## src/rtl/alu_exec_unit.sv

```systemverilog
// Execution-stage ALU: single-cycle AND/OR/ADD/SUB plus an iterative shift-add
// multiplier that holds off new requests through ready_o while busy.
//
// state  | meaning
// S_IDLE | accepting requests; logic/arith ops complete at the accepting edge
// S_MUL  | shift-add iterations in progress, ready_o low
module alu_exec_unit #(
  parameter int WIDTH = 32,
  parameter int CNT_W = 6
) (
  input  logic             clk_i,
  input  logic             rst_i,
  input  logic             valid_i,
  input  logic [2:0]       ALUCtrl_i,
  input  logic [WIDTH-1:0] data1_i,
  input  logic [WIDTH-1:0] data2_i,
  output logic             ready_o,
  output logic             valid_o,
  output logic [WIDTH-1:0] data_o,
  output logic             zero_o,
  output logic             ovf_o,
  output logic             illegal_o
);

  localparam logic [2:0] OP_AND = 3'b000;
  localparam logic [2:0] OP_OR  = 3'b001;
  localparam logic [2:0] OP_ADD = 3'b010;
  localparam logic [2:0] OP_SUB = 3'b011;
  localparam logic [2:0] OP_MUL = 3'b110;

  localparam logic [CNT_W-1:0] CNT_LAST = CNT_W'(WIDTH - 1);

  typedef enum logic {
    S_IDLE = 1'b0,
    S_MUL  = 1'b1
  } state_t;

  state_t           state, state_nxt;
  logic [CNT_W-1:0] cnt, cnt_nxt;
  logic [WIDTH-1:0] mcand, mcand_nxt;
  logic [WIDTH-1:0] mplier, mplier_nxt;
  logic [WIDTH-1:0] acc, acc_nxt;
  logic [WIDTH-1:0] data_nxt;
  logic             ovf_nxt;
  logic             illegal_nxt;
  logic             valid_nxt;
  logic             zero_nxt;
  logic             load_result;

  logic             accept;
  logic [WIDTH-1:0] sum;
  logic [WIDTH-1:0] diff;
  logic [WIDTH-1:0] acc_step;
  logic             ovf_add;
  logic             ovf_sub;

  assign ready_o  = (state == S_IDLE);
  assign accept   = valid_i && ready_o;
  assign sum      = data1_i + data2_i;
  assign diff     = data1_i - data2_i;
  assign acc_step = mplier[0] ? (acc + mcand) : acc;

  // Carry-out is dropped; overflow is judged from operand and result sign bits only.
  assign ovf_add = (data1_i[WIDTH-1] == data2_i[WIDTH-1]) && (sum[WIDTH-1]  != data1_i[WIDTH-1]);
  assign ovf_sub = (data1_i[WIDTH-1] != data2_i[WIDTH-1]) && (diff[WIDTH-1] != data1_i[WIDTH-1]);

  always_ff @(posedge clk_i or negedge rst_i) begin
    if (!rst_i) begin
      state     <= S_IDLE;
      cnt       <= '0;
      mcand     <= '0;
      mplier    <= '0;
      acc       <= '0;
      data_o    <= '0;
      zero_o    <= 1'b1;
      ovf_o     <= 1'b0;
      illegal_o <= 1'b0;
      valid_o   <= 1'b0;
    end else begin
      state     <= state_nxt;
      cnt       <= cnt_nxt;
      mcand     <= mcand_nxt;
      mplier    <= mplier_nxt;
      acc       <= acc_nxt;
      data_o    <= data_nxt;
      zero_o    <= zero_nxt;
      ovf_o     <= ovf_nxt;
      illegal_o <= illegal_nxt;
      valid_o   <= valid_nxt;
    end
  end

  always_comb begin
    state_nxt   = state;
    cnt_nxt     = cnt;
    mcand_nxt   = mcand;
    mplier_nxt  = mplier;
    acc_nxt     = acc;
    data_nxt    = data_o;
    ovf_nxt     = ovf_o;
    illegal_nxt = illegal_o;
    valid_nxt   = 1'b0;
    load_result = 1'b0;

    case (state)
      S_IDLE: begin
        if (accept) begin
          case (ALUCtrl_i)
            OP_AND: begin
              data_nxt    = data1_i & data2_i;
              ovf_nxt     = 1'b0;
              illegal_nxt = 1'b0;
              valid_nxt   = 1'b1;
              load_result = 1'b1;
            end
            OP_OR: begin
              data_nxt    = data1_i | data2_i;
              ovf_nxt     = 1'b0;
              illegal_nxt = 1'b0;
              valid_nxt   = 1'b1;
              load_result = 1'b1;
            end
            OP_ADD: begin
              data_nxt    = sum;
              ovf_nxt     = ovf_add;
              illegal_nxt = 1'b0;
              valid_nxt   = 1'b1;
              load_result = 1'b1;
            end
            OP_SUB: begin
              data_nxt    = diff;
              ovf_nxt     = ovf_sub;
              illegal_nxt = 1'b0;
              valid_nxt   = 1'b1;
              load_result = 1'b1;
            end
            OP_MUL: begin
              mcand_nxt  = data1_i;
              mplier_nxt = data2_i;
              acc_nxt    = '0;
              cnt_nxt    = '0;
              state_nxt  = S_MUL;
            end
            default: begin
              data_nxt    = '0;
              ovf_nxt     = 1'b0;
              illegal_nxt = 1'b1;
              valid_nxt   = 1'b1;
              load_result = 1'b1;
            end
          endcase
        end
      end

      S_MUL: begin
        acc_nxt    = acc_step;
        mcand_nxt  = mcand << 1;
        mplier_nxt = mplier >> 1;
        cnt_nxt    = cnt + CNT_W'(1);
        // Fixed WIDTH iterations; the final one is folded straight into data_o.
        if (cnt == CNT_LAST) begin
          data_nxt    = acc_step;
          ovf_nxt     = 1'b0;
          illegal_nxt = 1'b0;
          valid_nxt   = 1'b1;
          load_result = 1'b1;
          state_nxt   = S_IDLE;
        end
      end

      default: state_nxt = S_IDLE;
    endcase

    zero_nxt = load_result ? (data_nxt == '0) : zero_o;
  end

endmodule

```

## config.mk

```make
export PLATFORM = sky130hd
export DESIGN_NAME = alu_exec_unit
export DESIGN_NICKNAME = d
export VERILOG_FILES = /design/src/rtl/alu_exec_unit.sv
export SDC_FILE = /design/constraint.sdc
export NUM_CORES = 1
export LEC_CHECK = 0
export ABC_AREA = 1
export ABC_CLOCK_PERIOD_IN_PS = 2500
export BUFFER_PORTS_ARGS = -buffer_cell sky130_fd_sc_hd__buf_2
export CORE_AREA = 5 5 226 228
export CTS_CLUSTER_SIZE = 16
export DETAILED_ROUTE_END_ITERATION = 16
export DIE_AREA = 0 0 231 233
export PLACE_DENSITY = 0.52
export SLEW_MARGIN = 10
export SYNTH_ARGS = -nofsm -noshare
export SYNTH_HDL_FRONTEND = slang
export SYNTH_SLANG_ARGS = --single-unit
export TNS_END_PERCENT = 30
```

## constraint.sdc

```tcl
create_clock -name clk_i -period 2.5 [get_ports clk_i]
set_input_delay 0.125 -clock clk_i [delete_from_list [all_inputs] [get_ports clk_i]]
set_output_delay 0.125 -clock clk_i [all_outputs]
set_load 0.005 [all_outputs]
```

### Word-level counts from Yosys, hierarchy flattened

Cells that the tools add are included.
Widths: inputs -> output; s select.

| operators by class | value |
|---|---|
| multiplexer cells | 32 |
| equality and inequality tests | 13 |
| bitwise operators | 3 |
| add/subtract/negate cells | 4 |
| reduce and logical (&&, ||, !) cells | 8 |

Operators by type and width:

| cell | number |
|---|---|
| $mux 32 | 9 |
| $pmux 32 s2 | 4 |
| $pmux 32 s5 | 1 |
| $add 32x32->32 | 2 |
| $and 32x32->32 | 1 |
| $logic_not 32->1 | 1 |
| $or 32x32->32 | 1 |
| $sub 32x32->32 | 1 |
| $mux 6 | 2 |
| $pmux 6 s2 | 1 |
| $pmux 1 s2 | 5 |
| $mux 1 | 9 |
| $add 6x1->6 const B | 1 |
| $eq 3x2->1 const B | 2 |
| $eq 6x5->1 const B | 1 |
| $ne 2x1->1 const B | 3 |
| $reduce_or 4->1 | 1 |
| $eq 3x1->1 const B | 1 |
| $eq 3x3->1 const B | 1 |
| $logic_and 1x1->1 | 3 |
| $logic_not 3->1 | 1 |
| $ne 1x1->1 | 3 |
| $pmux 1 s3 | 1 |
| $reduce_and 3->1 | 1 |
| other kinds (4) | 4 |

| storage, ports and cells | value |
|---|---|
| output and inout bits | 37 |
| word-level logic and storage cells | 70 |
| register bits after elaboration | 139 |
| input port bits | 70 |

### Longest topological paths before layout

Gate-level depths: netlist of run 1.

| depth | value |
|---|---|
| word-level depth | 6 |
| gate-level depth with buffers | 24 |
| depth with buffers taken out | 24 |

### Worst setup path after synthesis of run 1

Ideal clock, no wire load.

| timing | value |
|---|---|
| path kind | register to register |
| start | register mcand[0] |
| end | register zero_o |
| required time | 2.440 ns |
| arrival | 2.340 ns |
| library setup time | 0.060 ns |
| stages on the path, launching flop included | 19 |
| slack | 0.100 ns |
| cell sequence | dfrtp_1 -> ha_1 -> fa_1 -> nand3_1 -> nand2_1 -> nand2_1 -> nand2_1 -> nand2_1 -> nand2_1 -> xor2_1 -> o21ai_0 -> nor2_1 -> nor2_1 -> nand2_1 -> nor2_1 -> nand2_1 -> nor2_1 -> nand3_1 -> nand2_1 |

| between the ends | value |
|---|---|
| longest elaborated chain between the ends | 5 |

Ends and longest elaborated chain:

| what | RTL line | RTL |
|---|---|---|
| from (decl) | 40 | `logic [WIDTH-1:0] mcand, mcand_nxt;` |
| from (signal assigned) | 82 | `mcand <= mcand_nxt;` |
| $add 32x32->32 | 61 | `assign acc_step = mplier[0] ? (acc + mcand) : acc;` |
| $mux 32 | 61 |  |
| $mux 32 | 161 | `if (cnt == CNT_LAST) begin` |
| $pmux 32 s2 | 105 | `case (state)` |
| $logic_not 32->1 | 174 | `zero_nxt = load_result ? (data_nxt == '0) : zero_o;` |
| to (signal assigned) | 86 | `zero_o <= zero_nxt;` |
| to (decl) | 20 | `output logic zero_o,` |

No other way between the ends.
A chain may end at the register's enable or synchronous reset.

### Worst setup path in the final report of run 1

| timing | value |
|---|---|
| start | register acc[0] |
| end | register zero_o |

| between the ends | value |
|---|---|
| longest elaborated chain between the ends | 5 |

Ends and longest elaborated chain:

| what | RTL line | RTL |
|---|---|---|
| from (decl) | 42 | `logic [WIDTH-1:0] acc, acc_nxt;` |
| from (signal assigned) | 84 | `acc <= acc_nxt;` |
| $add 32x32->32 | 61 |  |
| $mux 32 (*) | 61 |  |
| $mux 32 (*) | 161 |  |
| $pmux 32 s2 (*) | 105 |  |
| $logic_not 32->1 (*) | 174 |  |

Every way passes the cells marked *; elsewhere a longest branch is shown, timed or not.

==> results.md, run 1 <==
* Element type at the critical path end: flop
* Top cells by area, synth: dfrtp_1, nand2_1, ha_1
* Cells along the critical path: ha_2, fa_2, nand3_2, nand2_1, nand2_1, nand2_2, nand2_1, nand2_1, xor2_1, o21ai_1, nor2_1, nor2_1, nand2_1, nor2_2, nand2_2, nor2_1, nand3_1, nand2_1
* Top-area cell type share of the netlist area at 23.91%
* CP most frequent cell: nand2_1
* Die H at 233 um
* Worst-margin pin slew at 0.6545 ns
* Top delay family on crit path: simple AND/OR/NAND/NOR gates
* Number of buffers added on ports at 106
* GR Util met3 at 1.977%
* Max_cap viols at 0
* CP peak stage delay at 0.39 ns
* GR peak layer: met2
* Hold Path Class: in2reg
* Ys flop type: dfrtp_1
* DRT Pass-1 Iters at 6
* Sw frac at 46.78%
* Syn_nets at 2,536
* Leak pwr at 10.84 nW
* All-Layer GR Usage at 22.95%
* Initial antenna violation count at 2
* Initial DRC Count at 1,366
* Reg area at 0.003480 mm^2
* Drt drc at 0
* Req. time, crit path at 2.88 ns
* IO Count at 107
* Seq/Total Area, Yosys at 24.10%
* Final WS setup at -0.1740 ns
* Layout net count at 3,045
* Final Max Tran Viols at 0
* Core Area at 0.04865 mm^2
* Warnings from Yosys at 0
* Number of synthesized flops with an enable pin at 0
* Number of global-route vias before repair at 17,217
* Fin area at 0.02005 mm^2
* Tcrit/Tclk final at 107.0%
* Initial Utilization at 29.68%
* Clock tree buffer depth at 2
* Slew HR at 56.36%
* Tmin final at 2.674 ns
* CP max-delay cell: dfrtp_1
* Placed Area at 0.01887 mm^2
* Failing checks: negative setup slack
* Clk_lat worst skew at 0.44 ns
* Final WL at 63,020 um
* Max Clk Rate at 374.0 MHz
* ANT cells at 0
* Met1 Usage GRT at 31.66%
* Met2 Usage GRT at 38.56%
* Layout Cells excl Fill at 3,475
* Largest net degree at the start of global routing at 48
* Psw at 10.08 mW
* H-tree Lvls at 4
* Cell Area, Synth at 0.01444 mm^2
* Fin. Hold Viols at 0
* Startpoint Class: flop
* Gp weighted congestion at 0.9621
* Std-Cell Rows at 81
* Kind of critical path: reg2reg
* Mapped Cells at 2,331
* CTS clk-pin slew, worst paths at 0.06 ns
* Crit Path Max Fanout at 4
* First-pass GRT wire length at 96,660 um
* Fillers at 5,147
* Num CTS Buffers at 17
* Clock root cell: clkbuf_16
* Clock share of power at 12.3%
* Yosys reg bits at 139
* Netlist cell types at 45
* Seq pwr share at 19.9%
* Die X at 231 um
* Synth-to-layout area growth at 38.82%
* Post-synth ARST share at 100.0%
* CP Buf/Inv Count at 0
* Via density at 5.005
* Final setup fails at 1
* TritonCTS clock tree: built
* Comb pwr share at 67.8%
* Via Count at 17,392
* Multi-input logic area at 0.009703 mm^2
* Cells after DPL at 3,432
* Die Area at 0.05382 mm^2
* Routed WL per cell at 18.13 um
* Cell Int Power at 11.47 mW
* Hpwl dp at 51,940 um
* RSZ-0062 raised after global routing: true
* Antenna Nets Post-Route at 0
* Remaining global-route overflow at 0
* Status: complete, but fails checks
* CTS Sinks at 139
* Peak VDD IR at 558.6 uV
* Syn_area_per_cell at 6.195 um^2
* Crit path DAT at 3.05 ns
* Worst Clk Skew at 0.01248 ns
* Layout cells sized above 1 at 26.39%
* Cell taking the most area after synthesis: dfrtp_1
* Pwr dens at 1075 mW/mm^2
worst paths after layout:
check | start | to | slack, ns | cells past startpoint
hold reg to reg | illegal_o | illegal_o | 0.50 | 2
hold / removal | data2_i[30] | mplier[30] | 0.04 | 3
setup reg to reg | acc[0] | zero_o | -0.17 | 18
max in group asynchronous | rst_i | data_o[21] | 1.65 | 3
setup / recovery | acc[0] | zero_o | -0.17 | 18
min in group asynchronous | rst_i | mplier[2] | 0.20 | 2
power groups by stage:
| stage | Combinational [mW] | Clock, mW | Sequential [mW] |
|---|---|---|---|
| 5_1_grt | 16.2 | 2.75 | 4.39 |
| 3_5_place_dp | 13.3 | 0 | 4.18 |
| 6_report | 14.6 | 2.65 | 4.30 |
| 2_1_floorplan | 7.56 | 0 | 3.88 |
| 4_1_cts | 13.6 | 2.67 | 4.19 |
| 3_3_place_gp | 13.2 | 0 | 4.16 |
cells by family after synthesis:
family                     count (synthesis)  share of synthesized area [%]
buffers and inverters                    438                          12.11
and+or+nand+nor                         1277                          37.80
AOI/OAI and AO/OA                        335                          13.71
adders and majority gates                135                          11.85
DFF                                      139                          24.10
xor gates and xnor gates                   7                         0.4246
tightest hold or removal path: stages:
cell and delay [ns]:
buf_2 0.14, o22ai_1 0.09, nor2_1 0.08
cell usage after synthesis, types with 2 or more instances:
master,n
a21o_1,12
clkbuf_1,29
o21ai_0,78
o21bai_1,14
a21oi_1,120
a22o_1,2
nand3b_1,5
a31oi_1,2
a21oi_2,4
o211ai_1,2
nor2_2,8
buf_6,4
buf_4,11
fa_1,3
and2_1,2
nor2_1,296
nand2_1,596
o21ai_1,5
inv_2,11
xor2_1,6
inv_1,349
nor4_1,3
nand3_2,13
buf_2,25
nand3_1,293
nand4_1,17
nor3_1,16
dfrtp_1,138
o22ai_1,63
ha_1,132
nand2_2,24
buf_1,7
a221oi_1,29
timing repair:
action / 4_1_cts / 5_1_grt
setup endpoints to repair: 13 / 18
pin swaps: 3 / 30
cloned: 0 / 0
hold buffers: 3 / 0
gates resized for setup: 27 / 78
buffers inserted: 1 / 7
hold endpoints to repair: 45 / 0
sequential cells by signal, indices dropped and copies added (netlist names), 6 cells and up:
| name | cells |
|---|---|
| mcand | 32 |
| cnt | 6 |
| acc | 32 |
| data_o | 32 |
| mplier | 32 |
stage by stage:
step	worst slack (ns)	hold slack [ns]	power [mW]	util (%)	TNS [ns]
after detailed placement	-0.4103	0.1066	17.52	38.80	-1.453
after floorplan	0.09987	-0.1706	11.44	-	0
after global placement	-0.3546	0.1032	17.32	38.80	-1.046
final	-0.1740	0.03555	21.56	41.21	-0.1740
after global routing	-0.3275	0.03878	23.37	41.21	-0.7192
after CTS	-0.2274	0.02226	20.50	40.34	-0.2274
routing by layer:
layer	vias up	share of wire, %
li1	8556	-
met1	8226	45
met2	518	46
met3	90	5.3
met4	2	2.9
met5	-	0.021
cell type report:
cell class / instances / area share (%)
Inverter: 362 / 6.791
Clock inverter: 14 / 0.8551
Tap cell: 622 / 3.882
Multi-Input combinational cell: 1754 / 48.41
Sequential cell: 139 / 17.36
Timing Repair Buffer: 566 / 20.57
Clock buffer: 18 / 2.141
layout by cell type, fill, tap and decap left out, types with 4 or more instances in the layout:
master	synthesis	layout
o21ai_1	5	9
clkinvlp_4	0	6
buf_2	25	105
a21oi_1	120	106
nand2_2	24	39
xor2_1	6	6
buf_12	0	10
a21oi_2	4	16
nor2_1	296	285
nand4_1	17	17
buf_4	11	447
dfrtp_1	138	138
o21bai_1	14	12
a21o_1	12	12
nand2_1	596	579
nand3_2	13	32
o21ai_0	78	70
ha_4	0	15
ha_1	132	113
ha_2	0	4
inv_1	349	348
clkbuf_16	0	17
o22ai_1	63	63
nor2_2	8	18
nand3_1	293	274
a221oi_1	29	29
inv_2	11	12
o21ai_2	0	4
nand3b_1	5	5
nor3_1	16	13
No activity file was read; power rests on OpenSTA's default activity.
==> run 2: changes to the inputs <==
--- a/config.mk
+++ b/config.mk
@@ -12,6 +12,7 @@
 export CTS_CLUSTER_SIZE = 16
 export DETAILED_ROUTE_END_ITERATION = 16
 export DIE_AREA = 0 0 231 233
+export GPL_TIMING_DRIVEN = 0
 export PLACE_DENSITY = 0.52
 export SLEW_MARGIN = 10
 export SYNTH_ARGS = -nofsm -noshare
==> run 2 against run 1 <==
Against the previous run: the flow still finishes with violations (negative setup slack); sequential share of layout area up 3.1 points; critical path depth down 3; sequential power up 2%; via count down 7.5%; fmax down 1.1%; global-route usage down 1.0 points; clock-buffer cell count up 2; sequential cell count unchanged; non-clock buffer count down 371; core utilization down 6.2 points; largest power group unchanged.
==> results.md, run 2 (synthesis gave the netlist of run 1 again) <==
* CP most frequent cell: nand2_1
* Initial DRC Count at 1,263 (-7.5%)
* Final Util at 35.02% (-6.2 points)
* Leak pwr at 8.907 nW (-18%)
* Gp weighted congestion at 0.9660 (+0.41%)
* RSZ-0062 raised after global routing: true
* Crit path DAT at 3.07 ns (+0.02 ns)
* Number of global-route vias before repair at 15,680 (-8.9%)
* Num CTS Buffers at 17 (unchanged)
* Element type at the critical path end: flop
* Final WS setup at -0.2036 ns (-0.02956 ns)
* Final WL at 60,690 um (-3.7%)
* Status: complete, but fails checks
* CTS clk-pin slew, worst paths at 0.07 ns (about the same)
* Initial antenna violation count at 0 (-2)
* Antenna Nets Post-Route at 0 (unchanged)
* CP max-delay cell: dfrtp_1
* WHS Path Cells at 3 (unchanged)
* Fillers at 5,308 (+3.1%)
* TritonCTS clock tree: built
* Tmin final at 2.704 ns (+0.02956 ns)
* Final setup fails at 1 (unchanged)
* Worst R2R End: zero_o
* Core Area at 0.04865 mm^2 (unchanged)
* Fin. Hold Viols at 0 (unchanged)
* DRT Pass-1 Iters at 6 (unchanged)
* Remaining global-route overflow at 0 (unchanged)
* Via Count at 16,079 (-7.5%)
* Die X at 231 um (unchanged)
* CTS Sinks at 139 (unchanged)
* IO Count at 107 (unchanged)
* Crit Path Max Fanout at 5 (+1)
* Clk_lat worst skew at 0.43 ns (about the same)
* Peak VDD IR at 568.3 uV (+1.7%)
* FF-to-FF path depth at 15 (-3)
* Hold endpoint: mplier[30]
* Kind of critical path: reg2reg
* Clock tree buffer depth at 2 (unchanged)
* Worst-margin pin slew at 0.7790 ns (+0.1244 ns)
* Die Area at 0.05382 mm^2 (unchanged)
* Clock root cell: clkbuf_16
* CP peak stage delay at 0.43 ns (+0.04 ns)
* Worst Clk Skew at 0.009616 ns (-0.002869 ns)
* Min-delay src: data2_i[30]
* Reg2reg start: mcand[25]
* Max_cap viols at 0 (unchanged)
* Max Clk Rate at 369.9 MHz (-1.1%)
* Initial Utilization at 29.68% (unchanged)
* Cells along the critical path: ha_2, nand2_1, nor2_1, nand2_1, nor4_2, nand2_1, nand3_1, nand3_1, nand3_2, nand3_2, nor2_2, nand2_1, nor2_2, nand3_2, nand2_1
* Largest net degree at the start of global routing at 81 (+69%)
* Std-Cell Rows at 81 (unchanged)
* Layout net count at 2,674 (-12%)
* ANT cells at 0 (unchanged)
* Flop-to-flop setup slack at -0.20 ns (-0.03 ns)
* Number of buffers added on ports at 106 (unchanged)
* H-tree Lvls at 4 (unchanged)
* Drt drc at 0 (unchanged)
* Hpwl dp at 50,390 um (-3.0%)
* Pwr dens at 1121 mW/mm^2 (+4.3%)
* Most common cell after layout, fill and taps aside: nand2_1
* Req. time, crit path at 2.87 ns (about the same)
* Final Max Tran Viols at 0 (unchanged)
* Via density at 5.182 (+3.5%)
* Tcrit/Tclk final at 108.1% (+1.2 points)
* Commonest cells after routing, fill and taps aside: nand2_1, inv_1, nor2_1
* Layout cells sized above 1 at 14.11% (-12 points)
* Setup WS pre-CTS at -0.5859 ns (-0.1756 ns)
* Slew HR at 48.07% (-8.3 points)
* First-pass GRT wire length at 91,250 um (-5.6%)
* Hold Path Class: in2reg
* Failing checks: negative setup slack
* Routed WL per cell at 19.56 um (+7.8%)
* Die H at 233 um (unchanged)
* All-Layer GR Usage at 21.93% (-1.0 points)
* Startpoint Class: flop
* Synth-to-layout area growth at 17.99%
run 2: cell types whose count changed in the layout (fill, tap and decap cells not counted), moves of 4 or more:
| cell | delta |
|---|---|
| dlygate4sd3_1 | +4 |
| nand3_2 | -6 |
| buf_4 | -430 |
| nand3_1 | +6 |
| clkbuf_2 | +5 |
| clkbuf_1 | +24 |
| buf_2 | +25 |
| buf_12 | -10 |
| nand2_2 | +4 |
| o21ai_2 | +4 |
| buf_1 | +6 |
run 2: final cells by class:
class                   count  area, um^2  area share (%)
repair buffers            120       683.2           4.010
clock buffers              20       456.7           2.680
plain buffers              75       390.4           2.291
well taps                 622       778.2           4.568
flip-flops and latches    139        3483           20.45
multi-input cells        1754        9668           56.75
clock inverters            11       216.5           1.270
inverters                 362        1361           7.990
run 2: power breakdown:
| part | switching (mW) | total [mW] | internal (mW) |
|---|---|---|---|
| sequential | 1.08 | 4.40 | 3.32 |
| clock | 1.02 | 2.93 | 1.92 |
| combinational | 7.50 | 11.8 | 4.27 |
run 2: repair_timing:
action | 4_1_cts | 5_1_grt
endpoints found under the hold margin | 84 | 0
hold buffers | 7 | 0
endpoints found under the setup margin | 31 | 44
setup buffers | 4 | 2
pin swaps | 9 | 7
gates cloned | 0 | 0
gates resized for setup | 44 | 74
run 2: critical path, delay by kind of cell (launching register included):
| family | cells | cell delay [ns] |
|---|---|---|
| flip-flops | 1 | 0.43 |
| adder cells (fa/ha/maj) | 1 | 0.42 |
| AND/OR/NAND/NOR | 14 | 1.78 |
run 2: how the worst max path moves through the flow:
stage	depth (start not counted)	slack (ns)	start	end
floorplan	18	0.1	mcand[0]	zero_o
global placement	1	-0.83	rst_i	mcand[29]
global route	19	-0.37	acc[0]	zero_o
detailed placement	18	-0.59	mcand[0]	zero_o
finish	15	-0.20	mcand[25]	zero_o
CTS	17	-0.21	acc[0]	zero_o
run 2: per-stage QoR:
| stage | setup TNS [ns] | total power [mW] | hold WS [ns] | std cells | area, um^2 |
|---|---|---|---|---|---|
| global placement | -120.84 | 14.71 | 0.4272 | 3059 | 15750 |
| detailed placement | -8.868 | 14.88 | 0.1648 | 3060 | 15790 |
| global route | -0.4413 | 20.76 | 0.02879 | 3103 | 17040 |
| finish | -0.2036 | 19.10 | 0.02076 | 3103 | 17040 |
| CTS | -0.2148 | 18.37 | 0.004485 | 3102 | 16740 |
| floorplan | 0 | 11.44 | -0.1706 | 2331 | 14440 |
run 2: layer usage:
layer | track usage (%) | part of all wire [%] | vias to the layer above
li1 | - | - | 7832
met1 | 29.00 | 44 | 7691
met2 | 38.68 | 49 | 473
met3 | 1.281 | 4.2 | 83
met4 | 6.575 | 2.9 | 0
met5 | 0 | 0 | -
==> run 3: changes to the inputs <==
--- a/config.mk
+++ b/config.mk
@@ -14,6 +14,7 @@
 export DIE_AREA = 0 0 231 233
 export GPL_TIMING_DRIVEN = 0
 export PLACE_DENSITY = 0.52
+export SETUP_SLACK_MARGIN = 0.2
 export SLEW_MARGIN = 10
 export SYNTH_ARGS = -nofsm -noshare
 export SYNTH_HDL_FRONTEND = slang
==> run 3 against run 2 <==
Against the previous run: clock power is 6.8% lower; sequential share of layout area is 0.50 points lower; fmax is 1.7% higher; global-route usage is 0.082 points higher; the run still ends with negative setup slack left; critical endpoint unchanged; via count hardly changed; first-iteration DRC count is 5.7% higher; register-to-register slack better by 0.05 ns; clock skew is 0.00063 ns lower; critical path depth is 3 higher.
==> results.md, run 3 (synthesis gave the netlist of run 1 again) <==
* Max Clk Rate at 376.2 MHz (+1.7%)
* All-Layer GR Usage at 22.01% (+0.082 points)
* Critical Path Source: mcand[0]
* Remaining global-route overflow at 0 (unchanged)
* Reg2reg start: mcand[0]
* Element type at the critical path end: flop
* Initial antenna violation count at 1 (+1)
* Most common cell after layout, fill and taps aside: nand2_1
* Number of buffers added on ports at 106 (unchanged)
* Crit path DAT at 3.04 ns (-0.03 ns)
* Core Area at 0.04865 mm^2 (unchanged)
* Tmin final at 2.658 ns (-0.04542 ns)
* Via density at 5.161 (-0.40%)
* Slew HR at 42.14% (-5.9 points)
* TritonCTS clock tree: built
* Largest net degree at the start of global routing at 92 (+14%)
* Pwr dens at 1148 mW/mm^2 (+2.4%)
* Synth-to-layout area growth at 21.14%
* Leak pwr at 9.021 nW (+1.3%)
* Cells after DPL at 3,060 (unchanged)
* RSZ-0062 raised after global routing: true
* Initial DRC Count at 1,335 (+5.7%)
* Failing checks: negative setup slack
* Die X at 231 um (unchanged)
* CTS clk-pin slew, worst paths at 0.06 ns (about the same)
* Die H at 233 um (unchanged)
* Antenna Nets Post-Route at 0 (unchanged)
* Clock root cell: clkbuf_16
* CTS Sinks at 139 (unchanged)
* Initial Utilization at 29.68% (unchanged)
* Num CTS Buffers at 17 (unchanged)
* Kind of critical path: reg2reg
* Peak VDD IR at 551.9 uV (-2.9%)
* Hold Path Class: in2reg
* Clock tree buffer depth at 2 (unchanged)
* Req. time, crit path at 2.88 ns (about the same)
* Drt drc at 0 (unchanged)
* Tcrit/Tclk final at 106.3% (-1.8 points)
* Final Max Tran Viols at 0 (unchanged)
* Worst-margin pin slew at 0.8679 ns (+0.08890 ns)
* First-pass GRT wire length at 91,220 um (about the same)
* Number of global-route vias before repair at 15,797 (+0.75%)
* Fin. Hold Viols at 0 (unchanged)
* Status: complete, but fails checks
* Layout cells sized above 1 at 17.21% (+3.1 points)
* Startpoint Class: flop
* Crit Path Max Fanout at 4 (-1)
* Layout net count at 2,686 (+0.45%)
* Commonest cells after routing, fill and taps aside: nand2_1, inv_1, nor2_1
* DRT Pass-1 Iters at 5 (-1)
* Via Count at 16,082 (+0.019%)
* Max_cap viols at 0 (unchanged)
* H-tree Lvls at 4 (unchanged)
* Die Area at 0.05382 mm^2 (unchanged)
* IO Count at 107 (unchanged)
* Clk_lat worst skew at 0.43 ns (about the same)
* Min-delay src: data2_i[3]
* Gp weighted congestion at 0.9506 (-1.6%)
* Final WL at 60,770 um (+0.13%)
* Fillers at 5,228 (-1.5%)
* Worst Clk Skew at 0.008987 ns (-0.0006291 ns)
* Hpwl dp at 50,200 um (-0.38%)
* Routed WL per cell at 19.50 um (-0.28%)
* Total chip power at 20.08 mW (+5.1%)
* Layout Cells excl Fill at 3,116 (+0.42%)
* Std-Cell Rows at 81 (unchanged)
* Final setup fails at 1 (unchanged)
* Final WS setup at -0.1582 ns (+0.04542 ns)
## run 3: routing by layer
layer | part of all wire, % | vias up | global-route usage, % | wire [um]
li1 | - | 7845 | - | -
met1 | 44 | 7669 | 28.63 | 26440
met2 | 48 | 463 | 37.96 | 29040
met3 | 4.6 | 105 | 1.843 | 2823
met4 | 4.1 | 0 | 8.655 | 2471
met5 | 0 | - | 0 | 0
## run 3: report_power, final
group / leakage (nW) / internal (mW) / switching, mW
Sequential: 1.63 / 3.32 / 1.15
Clock: 0.301 / 1.71 / 1.02
Combinational: 7.09 / 4.91 / 7.97
## run 3: area by class of cell
class,count,area [um^2],share of cell area [%]
Buffer,76,402.9,2.303
Multi-Input combinational cell,1754,10070,57.55
Antenna cell,1,2.502,0.01431
Timing Repair Buffer,131,763.2,4.363
Clock buffer,19,452.9,2.589
Inverter,362,1365,7.803
Clock inverter,12,171.4,0.9799
Sequential cell,139,3490,19.95
Tap cell,622,778.2,4.449
## run 3: per-stage QoR
stage / setup WS [ns] / utilization (%) / TNS (ns) / hold WS, ns / instance area (um^2)
floorplan: 0.2060 / - / 0 / -0.1706 / 14440
global placement: -0.8133 / 32.38 / -115.70 / 0.4237 / 15750
detailed placement: -0.5944 / 32.46 / -8.816 / 0.06958 / 15790
CTS: -0.2528 / 34.94 / -0.2528 / 0.004216 / 17000
global route: -0.3428 / 35.96 / -0.4364 / 0.02624 / 17490
finish: -0.1582 / 35.96 / -0.1582 / 0.01488 / 17490
## run 3: worst paths after layout
| kind | to | slack (ns) | cells after the start |
|---|---|---|---|
| worst max-delay path | zero_o | -0.16 | 18 |
| worst min-delay path | mplier[3] | 0.01 | 3 |
| worst max register to register | zero_o | -0.16 | 18 |
| worst min register to register | zero_o | 0.47 | 2 |
| max in group asynchronous | mcand[27] | 1.40 | 3 |
| min in group asynchronous | mplier[8] | 0.21 | 2 |
## run 3: repair_timing
action                                  in CTS  in global routing
gates resized for setup                     94                113
endpoints found under the hold margin       53                  0
endpoints found under the setup margin      59                 43
cloned                                       0                  0
pin swaps                                   20                 24
setup buffers                               11                  7
hold buffers                                 6                  0
## run 3: worst max-delay path, cell delays in order (launching register included)
cell     delay [ns]
dfrtp_1        0.41
ha_4           0.18
fa_2           0.38
buf_4          0.16
nand3_4        0.09
nand3_4        0.10
nand2_4        0.11
nand2_4        0.07
nand2_1        0.06
nand3_1        0.15
nand3_2        0.13
nand3_1        0.10
nor2_1         0.11
nand2_1        0.07
nor2_1         0.09
nand2_1        0.11
nor2_1         0.11
nand3_1        0.10
nand2_1        0.08
